$ cat src/rtl/riscv_fetch_stage.sv
// ============================================================================
// Module  : riscv_fetch_stage
// Brief   : RISC-V IF stage: PC register, RUN/HALT fetch FSM and IF/ID register.
// Revision: 1.0
// ============================================================================
`default_nettype none

module riscv_fetch_stage #(
  parameter logic [31:0] RESET_PC  = 32'h00000000,
  parameter logic [31:0] NOP_INSTR = 32'h00000013
) (
  input  logic        clk,
  input  logic        reset,
  input  logic        stall_f,
  input  logic        stall_d,
  input  logic        flush_d,
  input  logic        pc_src_e,
  input  logic [31:0] pc_target_e,
  output logic [31:0] imem_addr,
  input  logic [31:0] imem_rd,
  output logic [31:0] instr_d,
  output logic [31:0] pc_d,
  output logic [31:0] pc_plus4_d,
  output logic        valid_d,
  output logic        halted
);

  localparam logic [31:0] c_stop_word = 32'h00000000;

  typedef enum logic [0:0] {
    RUN  = 1'b0,
    HALT = 1'b1
  } state_t;

  state_t      r_state;
  state_t      w_state_nxt;
  logic [31:0] r_pc;
  logic [31:0] w_pc_nxt;
  logic [31:0] w_pc_plus4;
  logic        w_stop;
  logic        w_idle;

  logic [31:0] r_instr_d;
  logic [31:0] r_pc_d;
  logic [31:0] r_pc_plus4_d;
  logic        r_valid_d;

  assign w_pc_plus4 = r_pc + 32'd4;

  // A STOP word only counts when it would actually be consumed this cycle.
  assign w_stop = (r_state == RUN) && !stall_f && !pc_src_e && (imem_rd == c_stop_word);
  assign w_idle = (r_state == HALT) || w_stop;

  always_comb begin
    w_state_nxt = r_state;
    case (r_state)
      RUN:     if (w_stop)   w_state_nxt = HALT;
      HALT:    if (pc_src_e) w_state_nxt = RUN;
      default: w_state_nxt = RUN;
    endcase
  end

  always_comb begin
    w_pc_nxt = w_pc_plus4;
    if (pc_src_e)     w_pc_nxt = {pc_target_e[31:2], 2'b00};
    else if (stall_f) w_pc_nxt = r_pc;
    else if (w_idle)  w_pc_nxt = r_pc;
  end

  always_ff @(posedge clk or posedge reset) begin
    if (reset) begin
      r_state <= RUN;
      r_pc    <= RESET_PC;
    end else begin
      r_state <= w_state_nxt;
      r_pc    <= w_pc_nxt;
    end
  end

  // IF/ID register: flush beats stall; halt/stop inserts bubbles so STOP never goes valid.
  always_ff @(posedge clk or posedge reset) begin
    if (reset) begin
      r_instr_d    <= NOP_INSTR;
      r_pc_d       <= 32'd0;
      r_pc_plus4_d <= 32'd0;
      r_valid_d    <= 1'b0;
    end else if (flush_d) begin
      r_instr_d    <= NOP_INSTR;
      r_pc_d       <= 32'd0;
      r_pc_plus4_d <= 32'd0;
      r_valid_d    <= 1'b0;
    end else if (stall_d) begin
      r_instr_d    <= r_instr_d;
      r_pc_d       <= r_pc_d;
      r_pc_plus4_d <= r_pc_plus4_d;
      r_valid_d    <= r_valid_d;
    end else if (w_idle) begin
      r_instr_d    <= NOP_INSTR;
      r_pc_d       <= 32'd0;
      r_pc_plus4_d <= 32'd0;
      r_valid_d    <= 1'b0;
    end else begin
      r_instr_d    <= imem_rd;
      r_pc_d       <= r_pc;
      r_pc_plus4_d <= w_pc_plus4;
      r_valid_d    <= 1'b1;
    end
  end

  assign imem_addr  = r_pc;
  assign instr_d    = r_instr_d;
  assign pc_d       = r_pc_d;
  assign pc_plus4_d = r_pc_plus4_d;
  assign valid_d    = r_valid_d;
  assign halted     = (r_state == HALT);

endmodule

`default_nettype wire
$ cat config.mk
export PLATFORM = sky130hd
export DESIGN_NAME = riscv_fetch_stage
export DESIGN_NICKNAME = d
export VERILOG_FILES = /design/src/rtl/riscv_fetch_stage.sv
export SDC_FILE = /design/constraint.sdc
export NUM_CORES = 1
export LEC_CHECK = 0
export CORE_ASPECT_RATIO = 0.8
export CORE_MARGIN = 2
export CORE_UTILIZATION = 35
export CTS_CLUSTER_SIZE = 16
export DETAILED_ROUTE_END_ITERATION = 16
export GPL_ROUTABILITY_DRIVEN = 1
export PLACE_DENSITY = 0.65
export SLEW_MARGIN = 30
export SYNTH_ARGS = -nofsm -noshare
export SYNTH_HDL_FRONTEND = slang
export SYNTH_SLANG_ARGS = --single-unit
$ cat constraint.sdc
create_clock -name clk -period 14.4 [get_ports clk]
set_input_delay 4.32 -clock clk [delete_from_list [all_inputs] [get_ports clk]]
set_output_delay 4.32 -clock clk [all_outputs]
set_load 0.1 [all_outputs]
==> impl_metrics.json <==
{
  "status": "finished, final reports clean",
  "worst_pin_slew_ns": 1.030,
  "fp.dieH_microns": 118.5,
  "nNetsFinal": 797,
  "drive_gt1_frac": 0.07442,
  "worstRegToRegCells": 5,
  "grt_pass1_vias": 5126,
  "hpwl_microns": 12200,
  "antenna_found_initial": 1,
  "dieArea_sq_um": 17450,
  "final-seq-area_sq_um": 3132,
  "grt.overflow.total": 0,
  "cts_buffers": 17,
  "numClockSinks": 125,
  "area_growth_pct": 46.45,
  "hold_violations": 0,
  "synth-seq-cells": 125,
  "grt_max_degree": 77,
  "ys_seq_area_frac": 0.5456,
  "r2r_setup_slack_ns": 11.58,
  "start_util": 0.3610,
  "yosysMostFrequentCell": "dfrtp_1",
  "synth-async-reset-ratio": 1.000,
  "maxCapViolCount": 0,
  "arrival_ns": 7.28,
  "yosys_warnings": 0,
  "cts_hold_buf": 0,
  "synth_commonest_cells": "dfrtp_1, a22o_1, nand2_1, o21ai_0, clkbuf_1",
  "clock_latency_ns": 0.41,
  "avgViaCountPerCell": 5.412,
  "ioPinCount": 200,
  "synth_flop_cell": "dfrtp_1",
  "startpoint": "imem_rd[28]",
  "drv_slew": 0,
  "wirelength_microns": 17930,
  "routabilityCongestion": 0.7833,
  "synth.distinct_cells": 50,
  "post_cts_resized": 0,
  "peakVddDrop_mv": 0.08642,
  "tns_ns": 0,
  "syn_inst": 558,
  "slew_headroom": 0.3111,
  "critPathLaunchType": "input port",
  "nFillCells": 1423,
  "setup_viol": 0,
  "cp_max_fo": 34,
  "cts_buffer_depth": 2,
  "ant_nets": 0,
  "synth_top_area_cell": "dfrtp_1",
  "syn_area_sq_um": 5741,
  "grt_pass1_wl_microns": 28520,
  "netlist.area_leader.share": 0.5318,
  "multi_input_area_sq_um": 2387,
  "synth-edff-count": 0,
  "drtPass1Iterations": 5,
  "io_buffers": 195,
  "synthTopCellsByArea": "dfrtp_1, a22o_1, o21ai_0, nand2_1, clkbuf_1",
  "crit_required_ns": 14.66,
  "fmaxAchievable_mhz": 142.3,
  "fin_skew_ns": 0.009774,
  "vias": 5168,
  "powerDensity_nw_per_um2": 145.2,
  "cts_root_buffer": "clkbuf_16",
  "r2r_end": "imem_addr[26]",
  "crit_path_end_kind": "flip-flop",
  "row_count": 41,
  "wl_per_cell_microns": 18.78,
  "period_minus_slack_ns": 7.029,
  "worstSetupPathType": "in -> reg",
  "drc_errors": 0,
  "cts_tree": "built",
  "postCtsSetupBuffers": 0,
  "timing.rr.start": "imem_addr[10]",
  "core_area_sq_um": 15900,
  "rsz0062_at_grt": "no",
  "grt.total_usage": 0.2088,
  "drt_iter0_markers": 298,
  "clkSlewWorstSetupHoldPaths_ns": 0.06,
  "die_x_microns": 147.2,
  "htreeDepth": 4,
  "endpoint": "pc_plus4_d[7]",
  "min_period_over_period": 0.4881,
  "hold_class": "reg -> reg",
  "p_leak_nw": 3.437,
  "syn_avg_cell_area_sq_um": 10.29,
  "fin_util": 0.5286
}
## per-layer routing
layer / wire (microns) / global-route usage
met1: 8360 / 0.2882
met2: 8048 / 0.3116
met3: 1302 / 0.06988
met4: 219 / 0.06250
met5: 0 / 0
## per-stage QoR
step,power [W],area (sq um),hold slack (ns),instances,setup WS [ns]
2_1_floorplan,0.0006956,5744,0.7925,559,6.757
3_3_place_gp,0.0007967,7802,0.4650,921,6.505
3_5_place_dp,0.0008011,7804,0.4729,921,6.910
4_1_cts,0.001231,8383,0.4889,953,7.335
5_1_grt,0.001266,8404,0.5090,954,7.151
6_report,0.001221,8407,0.4827,955,7.371
## layout make-up
type,count,share of cell area
tap,215,0.03200
antenna,1,0.0002977
sequential,125,0.3725
inverter,5,0.002828
multi-input combinational,375,0.2840
clock inverter,8,0.01399
clock buffer,24,0.05492
timing repair buffer,202,0.2395
## sequential cells by signal (all words and copies together) (netlist names)
signal      count
pc_d           31
valid_d         1
instr_d        32
imem_addr      30
halted          1
pc_plus4_d     30
## critical path: stages
cell,delay (ns)
clkdlybuf4s50_1,0.44
nor4_1,0.55
nand4_1,0.36
nor3_2,0.68
or4_2,0.70
o21ai_0,0.21
## how the worst min path moves through the flow
stage	to	startpoint	cells past startpoint
2_1_floorplan	instr_d[0]	instr_d[0]	1
3_3_place_gp	pc_plus4_d[11]	pc_plus4_d[11]	2
3_5_place_dp	valid_d	valid_d	2
4_1_cts	pc_plus4_d[29]	pc_plus4_d[29]	2
5_1_grt	pc_plus4_d[21]	pc_plus4_d[21]	2
6_report	pc_plus4_d[28]	pc_plus4_d[28]	2
## cells by family after synthesis
logic type	count (synthesis)	share of synthesized area
buffers and inverters	59	0.04425
other	1	0.0006533
multiplexers	2	0.003487
AO/OA/AOI/OAI	169	0.2040
adder cells (fa/ha/maj)	1	0.002179
AND/OR/NAND/NOR	173	0.1572
flip-flops	125	0.5456
XOR/XNOR	28	0.04272
## placed cells by master (no fill, tap or decap), types with 17 or more instances in the layout
cell | synthesis | final
nand2_1 | 57 | 57
nand4_1 | 21 | 21
nand3_1 | 18 | 18
nor2_1 | 26 | 26
a22o_1 | 59 | 59
clkbuf_16 | 0 | 17
a21oi_1 | 19 | 19
clkdlybuf4s50_1 | 0 | 192
o21ai_0 | 55 | 55
dfrtp_1 | 122 | 122
## power breakdown
part / internal, W / switching, W / leakage, nW / total (W)
Sequential: 0.000381 / 0.0000388 / 1.61 / 0.000420
Combinational: 0.0000935 / 0.000282 / 1.55 / 0.000376
Clock: 0.000275 / 0.000150 / 0.282 / 0.000425
No activity file was read; power rests on OpenSTA's default activity.
==> RTL change, RTL diff (same settings) <==
Reset style: synchronous (`reset`), changed in 2 clocked blocks.
--- a/src/rtl/riscv_fetch_stage.sv
+++ b/src/rtl/riscv_fetch_stage.sv
@@ -69,3 +69,3 @@
 
-  always_ff @(posedge clk or posedge reset) begin
+  always_ff @(posedge clk) begin
     if (reset) begin
@@ -80,3 +80,3 @@
   // IF/ID register: flush beats stall; halt/stop inserts bubbles so STOP never goes valid.
-  always_ff @(posedge clk or posedge reset) begin
+  always_ff @(posedge clk) begin
     if (reset) begin
Function: differs if reset is asserted again (counterexample within 4 cycles, from zero or initial values and one cycle with reset high); with reset held inactive, the same outputs for 4 cycles.
==> RTL change against the unedited design <==
Maximum frequency shrank 1.8%; register-to-register slack gained 130 ps; count of clock-buffer cells in the layout grew 1; setup slack lost 130 ps; critical path depth grew 1; non-clock buffer count shrank 5; via count shrank 6.8%; synthesized area shrank 10%; sequential cell count shrank 1; routed wire length shrank 7.8%; highest routed layer unchanged; final area shrank 7.4%.
Power is not compared: it rests on default switching activity, and its combinational part moved more than twofold at a synthesized area within 25%.
==> RTL change: results (changes against the unedited design) <==
GRT
  • Via count of the first global-routing pass: 4802 (was 5126)
  • Initial antenna violation count: 0 (was 1)
  • Largest net degree at the start of global routing: 90 (was 77)
  • Global-route wire length before repair: 26100 um (was 28500 um)
  • Total track usage: 0.211 (was 0.209)

Finish
  • Nonclk buf count: 197 (was 202)
  • Final net count: 776 (was 797)
  • Fin cells: 902 (was 955)
  • # clk buffers: 25 (was 24)
  • NonClk Buf Share: 0.251 (was 0.239)
  • Fill cells: 1274 (was 1423)
  • Fraction of layout cells with a size suffix above 1: 0.0837 (was 0.0744)
  • Seq/total area: 0.319 (was 0.373)

Worst setup path
  • FF-to-FF End: pc_d[19] (was imem_addr[26])
  • Worst endpoint data arrival time: 7460 ps (was 7280 ps)
  • Slowest CP cell: nor2_2 (was or4_2)
  • R2r setup slk: 11710 ps (was 11580 ps)
  • Worst Path Max Fanout: 37 (was 34)
  • Worst r2r src: halted (was imem_addr[10])
  • CP startpoint: imem_rd[11] (was imem_rd[28])

Synthesis
  • Synth cell types: 53 (was 50)
  • Adder-cell area share of the yosys netlist: 0.00243 (was 0.00218)
  • Synth top area cells: dfxtp_1, a22o_1, nand2_1 (was dfrtp_1, a22o_1, o21ai_0)
  • Synth top cells by count: dfxtp_1, a22o_1, nand2_1 (was dfrtp_1, a22o_1, nand2_1)
  • Avg Cell Area, Syn: 9.67 um2 (was 10.3 um2)
  • XOR/XNOR Fraction of Synth Area: 0.0628 (was 0.0427)
  • Async SR Flop Fraction: 0 (was 1.00)

Worst hold path
  • HP Start: pc_plus4_d[25] (was pc_plus4_d[28])
  • Hold EP: pc_plus4_d[25] (was pc_plus4_d[28])

STA
  • Clock skew: 10.7 ps (was 9.77 ps)
  • Slew @ Worst Pin: 1030 ps (about the same)
  • Worst hold slack: 446 ps (was 483 ps)

Place
  • HPWL after DPL: 11500 um (was 12200 um)
  • Port bufs: 191 (was 195)
  • Placed instance count: 869 (was 921)
  • GP Congestion: 0.826 (was 0.783)

CTS
  • Sink Count: 124 (was 125)

Drt
  • Detailed Routing Iterations Pass 1: 4 (was 5)
  • Met2 WL: 7320 um (was 8050 um)
  • Drt wl/cell: 18.3 um (was 18.8 um)
  • DRT iter0 DRCs: 308 (was 298)
  • Metal-1 WL: 7510 um (was 8360 um)

Pwr
  • Lkg Pwr: 2.74 nW

Status
  • Status: finished clean (unchanged)
==> RTL change: cell types whose count changed in the layout (fill, tap and decap cells not counted), sizes merged, moves of 12 or more <==
cell / unedited run / this run
or3: 0 / 12
a21oi: 19 / 2
dfxtp: 0 / 124
nand4: 22 / 9
o21ai: 55 / 33
dfrtp: 122 / 0
==> RTL change: layer usage <==
| metal | track usage | vias up |
|---|---|---|
| met4 | 0.0827 | 0 |
| met3 | 0.0747 | 22 |
| li1 | - | 2311 |
| met5 | 0 | - |
| met2 | 0.327 | 187 |
| met1 | 0.270 | 2296 |
==> RTL change: metrics by stage <==
| step | setup WS [ps] | power (mW) | instance area (um2) |
|---|---|---|---|
| 4_1_cts | 7180 | 1.02 | 7770 |
| 3_5_place_dp | 6820 | 0.555 | 7120 |
| 5_1_grt | 7050 | 1.05 | 7780 |
| 2_1_floorplan | 8620 | 0.501 | 5170 |
| 3_3_place_gp | 6620 | 0.554 | 7120 |
| 6_report | 7250 | 1.01 | 7780 |
